--- src/rtl/uart_pkg.sv ---
// Shared UART definitions: receiver FSM states, tick divider helper and the
// widest supported data word.
package uart_pkg;

   localparam int MAX_DATA_BITS = 9;

   typedef enum logic [2:0] {
      IDLE,
      START,
      DATA,
      PARITY,
      STOP
   } rx_state_t;

   // Clocks per oversample tick; never below 1 so the tick is always live
   function automatic int calc_div(input int clk_freq, input int baud, input int os);
      int d;
      d = clk_freq / (baud * os);
      return (d < 1) ? 1 : d;
   endfunction

endpackage

--- src/rtl/uart_os_tick.sv ---
// Oversample tick generator: one-clk pulse every DIV clks, with a synchronous
// clear that restarts the period (used to phase-align to a start edge).
module uart_os_tick #(
   parameter int DIV = 1
) (
   input  logic clk,
   input  logic rst,
   input  logic clr,
   output logic tick
);

   localparam int CW = (DIV > 1) ? $clog2(DIV) : 1;
   localparam logic [CW-1:0] LAST = CW'(DIV - 1);

   logic [CW-1:0] cnt;

   // Free-running period counter, restarted by clr
   always_ff @(posedge clk or posedge rst) begin
      if (rst)
         cnt <= '0;
      else if (clr || cnt == LAST)
         cnt <= '0;
      else
         cnt <= cnt + CW'(1);
   end

   assign tick = !clr && (cnt == LAST);

endmodule

--- src/rtl/uart_rx_param.sv ---
// Parametrised UART receiver: 2-flop synchroniser, oversampled mid-bit
// sampling, false-start rejection, framing/overrun detection and a one-word
// valid/ready holding register.
// Optional parity bit enabled by defining UART_RX_PARITY_EN.
module uart_rx_param
   import uart_pkg::*;
#(
   parameter int CLK_FREQ   = 50_000_000,
   parameter int BAUD       = 115_200,
   parameter int OVERSAMPLE = 16,
   parameter int DATA_BITS  = 8,
   parameter int STOP_BITS  = 1,
   parameter int PARITY_ODD = 0
) (
   input  logic                 clk,
   input  logic                 rst,
   input  logic                 rx,
   output logic [DATA_BITS-1:0] rx_data,
   output logic                 rx_valid,
   input  logic                 rx_ready,
   output logic                 frame_err,
   output logic                 parity_err,
   output logic                 overrun,
   output logic                 busy
);

   localparam int DIV = calc_div(CLK_FREQ, BAUD, OVERSAMPLE);
   localparam int TW  = $clog2(OVERSAMPLE);
   localparam int BW  = $clog2(MAX_DATA_BITS + 1);
   localparam logic [TW-1:0] T_HALF = TW'(OVERSAMPLE / 2 - 1);
   localparam logic [TW-1:0] T_FULL = TW'(OVERSAMPLE - 1);
   localparam logic [BW-1:0] B_LAST = BW'(DATA_BITS - 1);
   localparam logic          S_LAST = (STOP_BITS == 2);

   // Unsupported configurations elaborate an empty marker block
   generate
      if (OVERSAMPLE < 4 || (OVERSAMPLE % 2) != 0 || DATA_BITS < 5 ||
          DATA_BITS > MAX_DATA_BITS || STOP_BITS < 1 || STOP_BITS > 2 ||
          PARITY_ODD < 0 || PARITY_ODD > 1) begin : g_bad_cfg
      end
   endgenerate

   rx_state_t              state, state_n;
   logic                   rx_m, rx_s;
   logic [TW-1:0]          tcnt, tcnt_n;
   logic [BW-1:0]          bcnt, bcnt_n;
   logic                   scnt, scnt_n;
   logic [DATA_BITS-1:0]   sh, sh_n;
   logic                   ferr, ferr_n;
   logic                   done, done_n;
   logic                   tclr, tick;
`ifdef UART_RX_PARITY_EN
   logic                   perr, perr_n;
`endif

   uart_os_tick #(.DIV(DIV)) u_tick (
      .clk  (clk),
      .rst  (rst),
      .clr  (tclr),
      .tick (tick)
   );

   // Two-flop synchroniser; idles high so reset never looks like a start bit
   always_ff @(posedge clk or posedge rst) begin
      if (rst) begin
         rx_m <= 1'b1;
         rx_s <= 1'b1;
      end else begin
         rx_m <= rx;
         rx_s <= rx_m;
      end
   end

   // FSM and frame datapath registers
   always_ff @(posedge clk or posedge rst) begin
      if (rst) begin
         state <= IDLE;
         tcnt  <= '0;
         bcnt  <= '0;
         scnt  <= 1'b0;
         sh    <= '0;
         ferr  <= 1'b0;
         done  <= 1'b0;
`ifdef UART_RX_PARITY_EN
         perr  <= 1'b0;
`endif
      end else begin
         state <= state_n;
         tcnt  <= tcnt_n;
         bcnt  <= bcnt_n;
         scnt  <= scnt_n;
         sh    <= sh_n;
         ferr  <= ferr_n;
         done  <= done_n;
`ifdef UART_RX_PARITY_EN
         perr  <= perr_n;
`endif
      end
   end

   // Next-state: half-period probe of the start bit, then full-period samples
   always_comb begin
      state_n = state;
      tcnt_n  = tcnt;
      bcnt_n  = bcnt;
      scnt_n  = scnt;
      sh_n    = sh;
      ferr_n  = ferr;
      done_n  = 1'b0;
      tclr    = 1'b0;
`ifdef UART_RX_PARITY_EN
      perr_n  = perr;
`endif
      case (state)
         IDLE: begin
            if (!rx_s) begin
               state_n = START;
               tcnt_n  = '0;
               tclr    = 1'b1;
               ferr_n  = 1'b0;
`ifdef UART_RX_PARITY_EN
               perr_n  = 1'b0;
`endif
            end
         end
         START: begin
            if (tick) begin
               if (tcnt == T_HALF) begin
                  if (rx_s) begin
                     state_n = IDLE;
                  end else begin
                     state_n = DATA;
                     tcnt_n  = '0;
                     bcnt_n  = '0;
                  end
               end else begin
                  tcnt_n = tcnt + TW'(1);
               end
            end
         end
         DATA: begin
            if (tick) begin
               if (tcnt == T_FULL) begin
                  tcnt_n = '0;
                  sh_n   = {rx_s, sh[DATA_BITS-1:1]};
                  bcnt_n = bcnt + BW'(1);
                  if (bcnt == B_LAST) begin
                     scnt_n  = 1'b0;
`ifdef UART_RX_PARITY_EN
                     state_n = PARITY;
`else
                     state_n = STOP;
`endif
                  end
               end else begin
                  tcnt_n = tcnt + TW'(1);
               end
            end
         end
`ifdef UART_RX_PARITY_EN
         PARITY: begin
            if (tick) begin
               if (tcnt == T_FULL) begin
                  tcnt_n  = '0;
                  perr_n  = rx_s != ((^sh) ^ (PARITY_ODD != 0));
                  state_n = STOP;
               end else begin
                  tcnt_n = tcnt + TW'(1);
               end
            end
         end
`endif
         STOP: begin
            if (tick) begin
               if (tcnt == T_FULL) begin
                  tcnt_n = '0;
                  if (!rx_s)
                     ferr_n = 1'b1;
                  if (scnt == S_LAST) begin
                     state_n = IDLE;
                     done_n  = 1'b1;
                  end else begin
                     scnt_n = 1'b1;
                  end
               end else begin
                  tcnt_n = tcnt + TW'(1);
               end
            end
         end
         default: state_n = IDLE;
      endcase
   end

   // Holding register: load on completion if free (or freed this clk), else drop
   always_ff @(posedge clk or posedge rst) begin
      if (rst) begin
         rx_data   <= '0;
         rx_valid  <= 1'b0;
         frame_err <= 1'b0;
         overrun   <= 1'b0;
      end else begin
         overrun <= 1'b0;
         if (done) begin
            if (!rx_valid || rx_ready) begin
               rx_data   <= sh;
               frame_err <= ferr;
               rx_valid  <= 1'b1;
            end else begin
               overrun <= 1'b1;
            end
         end else if (rx_valid && rx_ready) begin
            rx_valid <= 1'b0;
         end
      end
   end

`ifdef UART_RX_PARITY_EN
   // Parity flag travels with the word it belongs to
   always_ff @(posedge clk or posedge rst) begin
      if (rst)
         parity_err <= 1'b0;
      else if (done && (!rx_valid || rx_ready))
         parity_err <= perr;
   end
`else
   assign parity_err = 1'b0;
`endif

   assign busy = (state != IDLE);

endmodule

--- config.mk ---
export PLATFORM = sky130hd
export DESIGN_NAME = uart_rx_param
export DESIGN_NICKNAME = d
export VERILOG_FILES = /design/src/rtl/uart_pkg.sv /design/src/rtl/uart_os_tick.sv /design/src/rtl/uart_rx_param.sv
export SDC_FILE = /design/constraint.sdc
export NUM_CORES = 1
export LEC_CHECK = 0
export ABC_AREA = 1
export BUFFER_PORTS_ARGS = -buffer_cell sky130_fd_sc_hd__buf_2
export CORE_MARGIN = 3
export CORE_UTILIZATION = 45
export DETAILED_ROUTE_END_ITERATION = 16
export MAX_ROUTING_LAYER = met4
export SYNTH_ARGS = -nofsm -noshare
export SYNTH_HDL_FRONTEND = slang
export SYNTH_SLANG_ARGS = --single-unit
--- constraint.sdc ---
create_clock -name clk -period 2.3 [get_ports clk]
set_input_delay 0.115 -clock clk [delete_from_list [all_inputs] [get_ports clk]]
set_output_delay 0.115 -clock clk [all_outputs]
set_load 0.02 [all_outputs]
==> impl_results.md <==
* Synth area leaders: dfrtp_1 46%, nand2_1 13%, inv_1 4.5%
* CTS sink cnt at 39
* Number of CTS-inserted buffers at 5
* Outcome: finished, final reports clean
* Max clock buf depth at 2
* Clock network fraction of total power at a little under half
* Top-count cell post-synth: nand2_1
* CP peak stage delay at between 400 and 500 ps
* Hold Crit Class: in -> reg
* Gate Count Post-Synth at 235
* Finished Layout Cells at slightly above 300
* WP depth at 8
* Clk_lat worst skew at 290 ps
* DR pass1 iterations at 4
* Final Hold Fails at 0
* Post-synth top area share at a little under half
* Residual DRC at 0
* Post-Synthesis Net Count at approximately 240
* Top Ports at 17
* Row count at 23
* P_sw at 0.258 mW
* Detail Route Antenna Nets at 0
* Cell Pwr Density at 580 nW/um2
* Routed len/inst at 11.2 um
* Unrepaired setup endpoints after global routing: no
* Initial antenna violation count at 0
* DP Area at about 2100 um2
* Area Growth Syn to Fin at 12.8%
* Avg Cell Area, Syn at 8.49 um2
* Tot Pwr at 1.30 mW
* Initial Utilization at between 40 and 50%
* Total Routing Usage GR at 16.0%
* Fraction of layout cells with a size suffix above 1 at 21.4%
* Cell taking the most area after synthesis: dfrtp_1
* IR drop worst, VDD at 0.000286 V
* CTS tree: yes
* Critical Path Source: tcnt[0]
* Initial DRC count at 80
* CP max FO at 8
* Post-synthesis sequential area ratio at 49.1%
* Drt total wl at ~3500 um
* WL met2 at 1510 um
* Global route total overflow at 0
* FF-to-FF End: bcnt[3]
* Nets at 264
* Max Used Layer: met4
* Cell family with most CP delay: simple AND/OR/NAND/NOR gates
* Via density at 4.86
* Vias in the first global route at 1,481
* CP arrival at between 1500 and 2000 ps
* Setup TNS at 0 ps
* Pint at 1.05 mW
* Inst Count DP at slightly below 300
* Vias at 1,491
* Comb power frac at 1.9%
* Largest net degree at the start of global routing at 40
* Worst R2R Path Depth at 8
* Max-cap check violation count at 0
* Critical Path End: bcnt[3]
* Worst path cell trace: ha_1 > nand3_2 > clkinv_1 > nor2_1 > nor2_4 > nand3_4 > nand2_1 > o21ai_1
* Root Buffer: clkbuf_8
* Warnings, synthesis at 0
* R2R setup slack at about 670 ps
* Final setup vio count at 0
* Post_cts resized at 0
* Max frequency at a little over 600 MHz
* Post-CTS Setup Repair Bufs at 0
* Diodes inserted at 0
* Reg-to-reg startpoint: tcnt[0]
* Htree depth at 2
* IO buf count at 15
* Critical path type: reg -> reg
* Period minus WS final at 1630 ps
* Flops & latches, synth at 39
* DR WL met3 at 137 um
* Final Max Slew Viols at 0
* Synthesized area at between 1500 and 2000 um2
* Cts hold-fix bufs at 2
* Top FF cell, synth: dfrtp_1
* Core box area at 4140 um2
* CP Capture Type: register
* Gpl congestion at 0.885
* Top post-synthesis cells by count: 71 x nand2_1, 37 x dfrtp_1, 24 x inv_1, 18 x nor2_1, 17 x nand3_1
* CP startpoint kind: register
* Vert. Die Dim at 72.6 um
* Post-synth ARST share at 100%
* Critical-path top delay cell: dfrtp_1
* M1 wire length at roughly 1800 um
* Number of synthesized flops with an enable pin at 0
* Global-route wire length before repair at 6490 um
* Die width at 72.6 um
* Die area at 5270 um2
* Hold depth at 4
* Period utilization at a little over two thirds
* Reg clk slew, reported paths at roughly 80 ps
* LEAKAGE at 1.09 nW
* DP HPWL at 2410 um
* Seq pwr share at between 50% and 60%
* Critical path buffer and inverter count at 1
* Yosys cell types at 32
* Post-layout instance area at 2250 um2
* Critical Path RT at 2480 ps
* Clock skew at about 2.8 ps
* Net Sw Frac at 19.8%
## stage by stage
step	utilization, %	hold slack, ps	setup slack, ps
after floorplan	-	119	842
after global placement	51.0	221	665
after detailed placement	51.0	223	682
after CTS	54.3	91.7	670
after global routing	54.3	112	497
final	54.3	98.5	672
## layout by cell type, fill, tap and decap left out, types with 2 or more instances in the layout
cell type / netlist / routed
buf_2: 0 / 15
clkbuf_8: 0 / 6
dfrtp_1: 37 / 37
dfstp_2: 2 / 2
dlygate4sd3_1: 0 / 2
ha_1: 4 / 4
inv_1: 24 / 24
inv_2: 4 / 4
nand2_1: 71 / 71
nand2_2: 2 / 2
nand3_1: 17 / 17
nand3_2: 5 / 5
nand3_4: 2 / 2
nand4_1: 4 / 4
nor2_1: 18 / 18
nor2_4: 3 / 3
o21ai_0: 11 / 11
o21ai_1: 5 / 5
o21ai_2: 8 / 8
or2_2: 2 / 2
xor2_1: 2 / 2
## worst reg2reg max path, cell delays in order, from the launching register on
cell	delay (ps)
dfrtp_1	430
ha_1	290
nand3_2	170
clkinv_1	130
nor2_1	70
nor2_4	160
nand3_4	130
nand2_1	80
o21ai_1	60
## how the worst min path moves through the flow
stage / start / to
4_1_cts: rx_ready / overrun
3_3_place_gp: rx / rx_m
5_1_grt: rx_ready / overrun
2_1_floorplan: rx / rx_m
3_5_place_dp: rx / rx_m
6_report: rx_ready / overrun
## cells by family after synthesis
| family | share of synthesized area (%) |
|---|---|
| adders and majority gates | 2.51 |
| buffers and inverters | 6.84 |
| AOI/OAI and AO/OA | 8.72 |
| muxes | 0.565 |
| other | 0.188 |
| DFF | 49.1 |
| and+or+nand+nor | 30.8 |
| xor gates and xnor gates | 1.32 |
## power by group through the flow
stage	combinational, mW	sequential [mW]	clock, mW
after global routing	0.0283	0.691	0.639
after global placement	0.0230	0.704	0
final	0.0243	0.690	0.589
after floorplan	0.0179	0.702	0
after CTS	0.0258	0.690	0.615
after detailed placement	0.0231	0.704	0
## area by class of cell
cell class	count	area [um2]
flip-flops and latches	39	978
well taps	50	62.6
repair buffers	18	103
clock buffers	6	82.6
inverters	29	109
clock inverters	2	35.0
fillers	386	1890
multi-input cells	163	880
## registers in the layout, summed over array words and instances (netlist names), 3 cells and up
register and flops:
u_tick.cnt 5, rx_data 8, tcnt 4, sh 8, state 3, bcnt 4
## per-layer routing
layer,GRT usage (%),vias to the layer above
li1,-,789
met1,19.9,673
met2,25.2,24
met3,4.68,5
met4,5.12,0
met5,-,-
(Power assumes the default switching activity.)
